$ cat src/rtl/servo_pose_controller.sv
// N-channel servo position controller: manual inc/dec stepping with saturation,
// pose recording into a small register memory, and slewed replay with per-pose dwell.
module servo_pose_controller #(
  parameter int unsigned CHANNELS   = 4,
  parameter int unsigned WIDTH      = 13,
  parameter int unsigned DEFAULT    = 150,
  parameter int unsigned STEP       = 1,
  parameter int unsigned UPPER      = 250,
  parameter int unsigned LOWER      = 50,
  parameter int unsigned TICK_DIV   = 2,
  parameter int unsigned DEPTH      = 16,
  parameter int unsigned HOLD_TICKS = 4
) (
  input  logic                        i_clk,
  input  logic                        i_rst,
  input  logic [CHANNELS-1:0]         i_inc,
  input  logic [CHANNELS-1:0]         i_dec,
  input  logic                        i_record,
  input  logic                        i_replay,
  output logic [CHANNELS*WIDTH-1:0]   o_servo,
  output logic                        o_replaying,
  output logic [$clog2(DEPTH):0]      o_tot_state,
  output logic [$clog2(DEPTH):0]      o_current_state,
  output logic                        o_full
);

  localparam int unsigned CNT_W  = $clog2(DEPTH) + 1;
  localparam int unsigned ADDR_W = (DEPTH > 1) ? $clog2(DEPTH) : 1;
  localparam int unsigned DIV_W  = (TICK_DIV > 1) ? $clog2(TICK_DIV) : 1;
  localparam int unsigned HOLD_W = (HOLD_TICKS > 1) ? $clog2(HOLD_TICKS) : 1;
  localparam int unsigned EXT_W  = WIDTH + 1;
  localparam int unsigned POSE_W = CHANNELS * WIDTH;

  typedef enum logic [1:0] {S_IDLE, S_REPLAY, S_HOLD} state_t;

  state_t              state_q, state_d;
  logic [DIV_W-1:0]    div_q;
  logic                rec_pend_q, rep_pend_q;
  logic [WIDTH-1:0]    pos_q [CHANNELS];
  logic [WIDTH-1:0]    pos_d [CHANNELS];
  logic [WIDTH-1:0]    target_c [CHANNELS];
  logic [CNT_W-1:0]    tot_q, tot_d;
  logic [CNT_W-1:0]    cur_q, cur_d;
  logic [HOLD_W-1:0]   hold_q, hold_d;
  logic                replaying_q, full_q;
  logic [POSE_W-1:0]   mem [DEPTH];
  logic [POSE_W-1:0]   pos_flat_c;
  logic                tick_c, rec_c, rep_c;
  logic                mem_we, rec_ok, all_hit;
  logic [EXT_W-1:0]    p_ext, t_ext;

  // A pulse landing on a tick cycle is serviced on that same tick.
  assign tick_c = (div_q == DIV_W'(TICK_DIV - 1));
  assign rec_c  = rec_pend_q | i_record;
  assign rep_c  = rep_pend_q | i_replay;

  always_comb begin : flatten_c
    pos_flat_c = '0;
    for (int c = 0; c < CHANNELS; c++) begin
      pos_flat_c[c*WIDTH +: WIDTH] = pos_q[c];
      target_c[c] = mem[cur_q[ADDR_W-1:0]][c*WIDTH +: WIDTH];
    end
  end

  always_comb begin : next_c
    state_d = state_q;
    tot_d   = tot_q;
    cur_d   = cur_q;
    hold_d  = hold_q;
    mem_we  = 1'b0;
    rec_ok  = 1'b0;
    all_hit = 1'b1;
    p_ext   = '0;
    t_ext   = '0;
    for (int c = 0; c < CHANNELS; c++) pos_d[c] = pos_q[c];

    if (tick_c) begin
      unique case (state_q)
        S_IDLE: begin
          // Record captures the pose before this tick's manual step.
          rec_ok = rec_c && !full_q;
          if (rec_ok) begin
            mem_we = 1'b1;
            tot_d  = tot_q + CNT_W'(1);
          end
          if (rep_c && (rec_ok || (tot_q != '0))) begin
            cur_d   = '0;
            state_d = S_REPLAY;
          end else begin
            for (int c = 0; c < CHANNELS; c++) begin
              p_ext = {1'b0, pos_q[c]};
              if (i_inc[c] && !i_dec[c]) begin
                p_ext    = p_ext + EXT_W'(STEP);
                pos_d[c] = (p_ext > EXT_W'(UPPER)) ? WIDTH'(UPPER) : p_ext[WIDTH-1:0];
              end else if (i_dec[c] && !i_inc[c]) begin
                pos_d[c] = (p_ext < EXT_W'(LOWER) + EXT_W'(STEP)) ?
                           WIDTH'(LOWER) : WIDTH'(p_ext - EXT_W'(STEP));
              end
            end
          end
        end

        S_REPLAY: begin
          if (rep_c) begin
            cur_d   = '0;
            state_d = S_IDLE;
          end else begin
            for (int c = 0; c < CHANNELS; c++) begin
              p_ext = {1'b0, pos_q[c]};
              t_ext = {1'b0, target_c[c]};
              if (p_ext < t_ext) begin
                pos_d[c] = (t_ext - p_ext <= EXT_W'(STEP)) ?
                           target_c[c] : WIDTH'(p_ext + EXT_W'(STEP));
              end else if (p_ext > t_ext) begin
                pos_d[c] = (p_ext - t_ext <= EXT_W'(STEP)) ?
                           target_c[c] : WIDTH'(p_ext - EXT_W'(STEP));
              end
              if (pos_d[c] != target_c[c]) all_hit = 1'b0;
            end
            if (all_hit) begin
              hold_d  = '0;
              state_d = S_HOLD;
            end
          end
        end

        S_HOLD: begin
          if (rep_c) begin
            cur_d   = '0;
            state_d = S_IDLE;
          end else if (hold_q == HOLD_W'(HOLD_TICKS - 1)) begin
            if (cur_q + CNT_W'(1) < tot_q) begin
              cur_d   = cur_q + CNT_W'(1);
              state_d = S_REPLAY;
            end else begin
              cur_d   = '0;
              state_d = S_IDLE;
            end
          end else begin
            hold_d = hold_q + HOLD_W'(1);
          end
        end

        default: state_d = S_IDLE;
      endcase
    end
  end

  always_ff @(posedge i_clk or posedge i_rst) begin : state_ff
    if (i_rst) begin
      state_q     <= S_IDLE;
      div_q       <= '0;
      rec_pend_q  <= 1'b0;
      rep_pend_q  <= 1'b0;
      tot_q       <= '0;
      cur_q       <= '0;
      hold_q      <= '0;
      replaying_q <= 1'b0;
      full_q      <= 1'b0;
      for (int c = 0; c < CHANNELS; c++) pos_q[c] <= WIDTH'(DEFAULT);
    end else begin
      div_q       <= tick_c ? '0 : div_q + DIV_W'(1);
      rec_pend_q  <= tick_c ? 1'b0 : rec_c;
      rep_pend_q  <= tick_c ? 1'b0 : rep_c;
      state_q     <= state_d;
      tot_q       <= tot_d;
      cur_q       <= cur_d;
      hold_q      <= hold_d;
      replaying_q <= (state_d != S_IDLE);
      full_q      <= (tot_d == CNT_W'(DEPTH));
      for (int c = 0; c < CHANNELS; c++) pos_q[c] <= pos_d[c];
    end
  end

  // Pose memory carries no reset; only slots below tot are ever read.
  always_ff @(posedge i_clk) begin : mem_ff
    if (mem_we) mem[tot_q[ADDR_W-1:0]] <= pos_flat_c;
  end

  assign o_servo         = pos_flat_c;
  assign o_replaying     = replaying_q;
  assign o_tot_state     = tot_q;
  assign o_current_state = cur_q;
  assign o_full          = full_q;

endmodule

$ cat config.mk
export PLATFORM = sky130hd
export DESIGN_NAME = servo_pose_controller
export DESIGN_NICKNAME = d
export VERILOG_FILES = /design/src/rtl/servo_pose_controller.sv
export SDC_FILE = /design/constraint.sdc
export NUM_CORES = 2
export LEC_CHECK = 0
export CORE_UTILIZATION = 64
export CTS_CLUSTER_SIZE = 20
export DETAILED_ROUTE_END_ITERATION = 7
export PLACE_DENSITY_LB_ADDON = 0.05
export SLEW_MARGIN = 30
export SYNTH_ARGS = -nofsm -noshare
export SYNTH_HDL_FRONTEND = slang
export SYNTH_SLANG_ARGS = --single-unit
$ cat constraint.sdc
create_clock -name i_clk -period 7.01 [get_ports i_clk]
set_input_delay 1.0515 -clock i_clk [delete_from_list [all_inputs] [get_ports i_clk]]
set_output_delay 1.0515 -clock i_clk [all_outputs]
set_load 0.05 [all_outputs]
==> flow_summary.ini <==
[status]
outcome = finished, violations left
violations = DRC

[synth]
syn_inst = 3841
synth_edf_count = 832
yosysSeqAreaShare_pct = 54.93
synth_top_area_share_pct = 51.24
synth.most_common_cell = edfxtp_1
synth_area_leaders = edfxtp_1, mux4_2, ha_1, dfrtp_1, xnor2_1
syn_avg_cell_area_um2 = 12.69
ys_warn_count = 0
synth_nets = 3993
synthesis.area_um2 = 48760
synth_cell_types = 107
synth_ff_type = edfxtp_1
synth_seq_cells = 903
synth_area_leader_cell = edfxtp_1
async_reset_ff_share_pct = 7.863
yosys-top-cells-count = edfxtp_1, nand2_1, nor2_1

[clock_network]
insertion_delay_ps = 680
cts_tree = yes
cts_sinks = 903
clk_pin_slew_ps = 70
root_buffer = clkbuf_16
cts_buffer_depth = 3
cts_buffers = 91
htree_levels = 3
hold_buffers = 0

[timing]
slew_violations = 0
setup_viol = 0
hold_viol_final = 0
period_minus_slack_ps = 6901
worst_pin_slew_ps = 1088
fin_skew_ps = 43.95
min_period_over_period_pct = 98.44
rsz0062_at_grt = no
slew_headroom_pct = 27.49
fmax_ghz = 0.1449
setup_tns_ps = 0

[route]
vias = 37540
dr.pass1.iters = 8
wire_per_inst_um = 32.75
drt_iter0_markers = 6046
wl_um = 163900
via_per_inst = 7.503
drc = 2
antenna_left = 0

[worst_setup_path]
critPathLaunchType = flop
cp_num_buf_inv = 3
worstPathRequired_ps = 7530
crit_family = simple AND/OR/NAND/NOR gates
cp_data_arrival_time_ps = 7420
crit_chain = buf_4 > nand2_1 > o22ai_1 > buf_4 > a21o_1 > inv_1 > ha_1 > a21oi_1 > o21ai_1 > a221oi_1 > o21ai_0 > or4_1 > or4_1 > or3_1 > a31o_1 > a32o_1 > and4bb_1 > nand4_1 > nand3_1 > or3b_1
cp_max_fo = 31
max_stage_delay_ps = 810
endpoint_kind = flop
path_class = reg2reg
cp_slowest_cell = dfrtp_4

[layout]
synthToLayoutAreaGrowth_pct = 11.78
drive_gt1_share_pct = 16.41
layout.nets = 4110
final_util_pct = 72.72

[job]
cap_violations = 0

[pwr]
cellLeakagePower_nw = 18.28
irDropWorstVdd_v = 0.0003285
pwr_density_cell_nw_per_um2 = 374.7

[floorplan]
ios = 76
rows = 100
initial_core_util_pct = 65.06
die_h_um = 278.0
dieArea_um2 = 77290
fp.dieW_um = 278.0
core_um2 = 74950

[global_route]
grt_pass1_vias = 36140
antenna_found_initial = 2
grt_usage_pct = 42.04
grt_max_degree = 58
grt_overflow = 0
grt_pass1_wl_um = 238400

[placed_design]
hpwl_um = 104700
io_buffers = 75
globalplace.congestion = 1.080

[worst_hold_path]
hold_path.class = reg2reg
what timing repair did:
action | 4_1_cts | 5_1_grt
resized for setup | 0 | 9
endpoints found under the hold margin | 0 | 0
pin swaps | 0 | 2
endpoints found under the setup margin | 1 | 3
setup buffers | 4 | 6
per-layer routing:
layer	GRT usage (%)	share of wire [%]	vias up
met1	55.73	35	18430
met2	64.99	46	3170
li1	-	-	15230
met4	22.21	6.1	4
met3	9.906	13	718
met5	0	0.015	-
worst reg2reg max path: cells and delay by family, from the launching register on:
kind                     cells  cell delay, ps
AO/OA/AOI/OAI                8            1820
AND/OR/NAND/NOR              8            3000
flip-flops                   1             810
buffers and inverters        3             740
adder cells (fa/ha/maj)      1             380
area by class of cell:
| cell class | count | area [um2] |
|---|---|---|
| Sequential cell | 903 | 26800 |
| Fill cell | 4732 | 20440 |
| Multi-Input combinational cell | 2520 | 20340 |
| Timing Repair Buffer | 271 | 2510 |
| Clock buffer | 125 | 2466 |
| Tap cell | 969 | 1212 |
| Inverter | 171 | 643.1 |
| Clock inverter | 44 | 535.5 |
| Antenna cell | 1 | 2.502 |
metrics by stage:
| step | setup WS (ps) | cell area (um2) | power (mW) | hold slack [ps] | cells |
|---|---|---|---|---|---|
| final | 109.1 | 54500 | 20.42 | 510.5 | 5004 |
| after floorplan | 610.6 | 48760 | 12.43 | 457.6 | 3841 |
| after global placement | 153.0 | 51200 | 14.98 | 487.5 | 4818 |
| after CTS | 63.19 | 54370 | 20.05 | 511.3 | 4996 |
| after global routing | 2.533 | 54500 | 21.02 | 562.4 | 5003 |
| after detailed placement | 39.44 | 51340 | 15.14 | 496.3 | 4823 |
flip-flops by register name (all words and copies together) (netlist names):
register and flops:
div_q 1, hold_q 2, mem 832, o_current_state 5
o_full 1, o_replaying 1, o_servo 52, o_tot_state 5
rec_pend_q 1, rep_pend_q 1, state_q 2
kinds of logic (layout without fill, tap and decap cells):
group | Yosys count | after routing | share of synthesized area (%)
simple gates | 962 | 962 | 9.623
compound gates | 929 | 929 | 12.90
flops | 903 | 903 | 54.93
buf+inv | 418 | 611 | 3.824
mux | 318 | 318 | 11.94
xor+xnor | 171 | 171 | 3.072
fa+ha+maj | 140 | 140 | 3.716
other cells | 0 | 1 | 0
final timing paths:
kind	slack, ps	to	cells past startpoint	from
max in group asynchronous	4980	o_current_state[3]	3	i_rst
min	510	rec_pend_q	2	rec_pend_q
max	110	o_replaying	20	o_current_state[3]
min reg2reg	510	rec_pend_q	2	rec_pend_q
max reg2reg	110	o_replaying	20	o_current_state[3]
min in group asynchronous	670	o_current_state[0]	2	i_rst
where the power goes:
part           total (mW)  switching, mW  internal, mW  leakage, nW
logic                7.99           5.51          2.48         8.53
clock network        4.95           2.16          2.79         1.45
registers            7.48          0.639          6.84         8.31
cell usage in the layout (no fill, tap or decap), drive strengths merged, types with 132 or more instances in the layout:
| cell | n |
|---|---|
| a21oi | 204 |
| ha | 132 |
| nand2 | 265 |
| inv | 163 |
| buf | 196 |
| o21ai | 224 |
| mux4 | 208 |
| xnor2 | 149 |
| nor2 | 236 |
| edfxtp | 832 |
No activity file was read; power rests on OpenSTA's default activity.
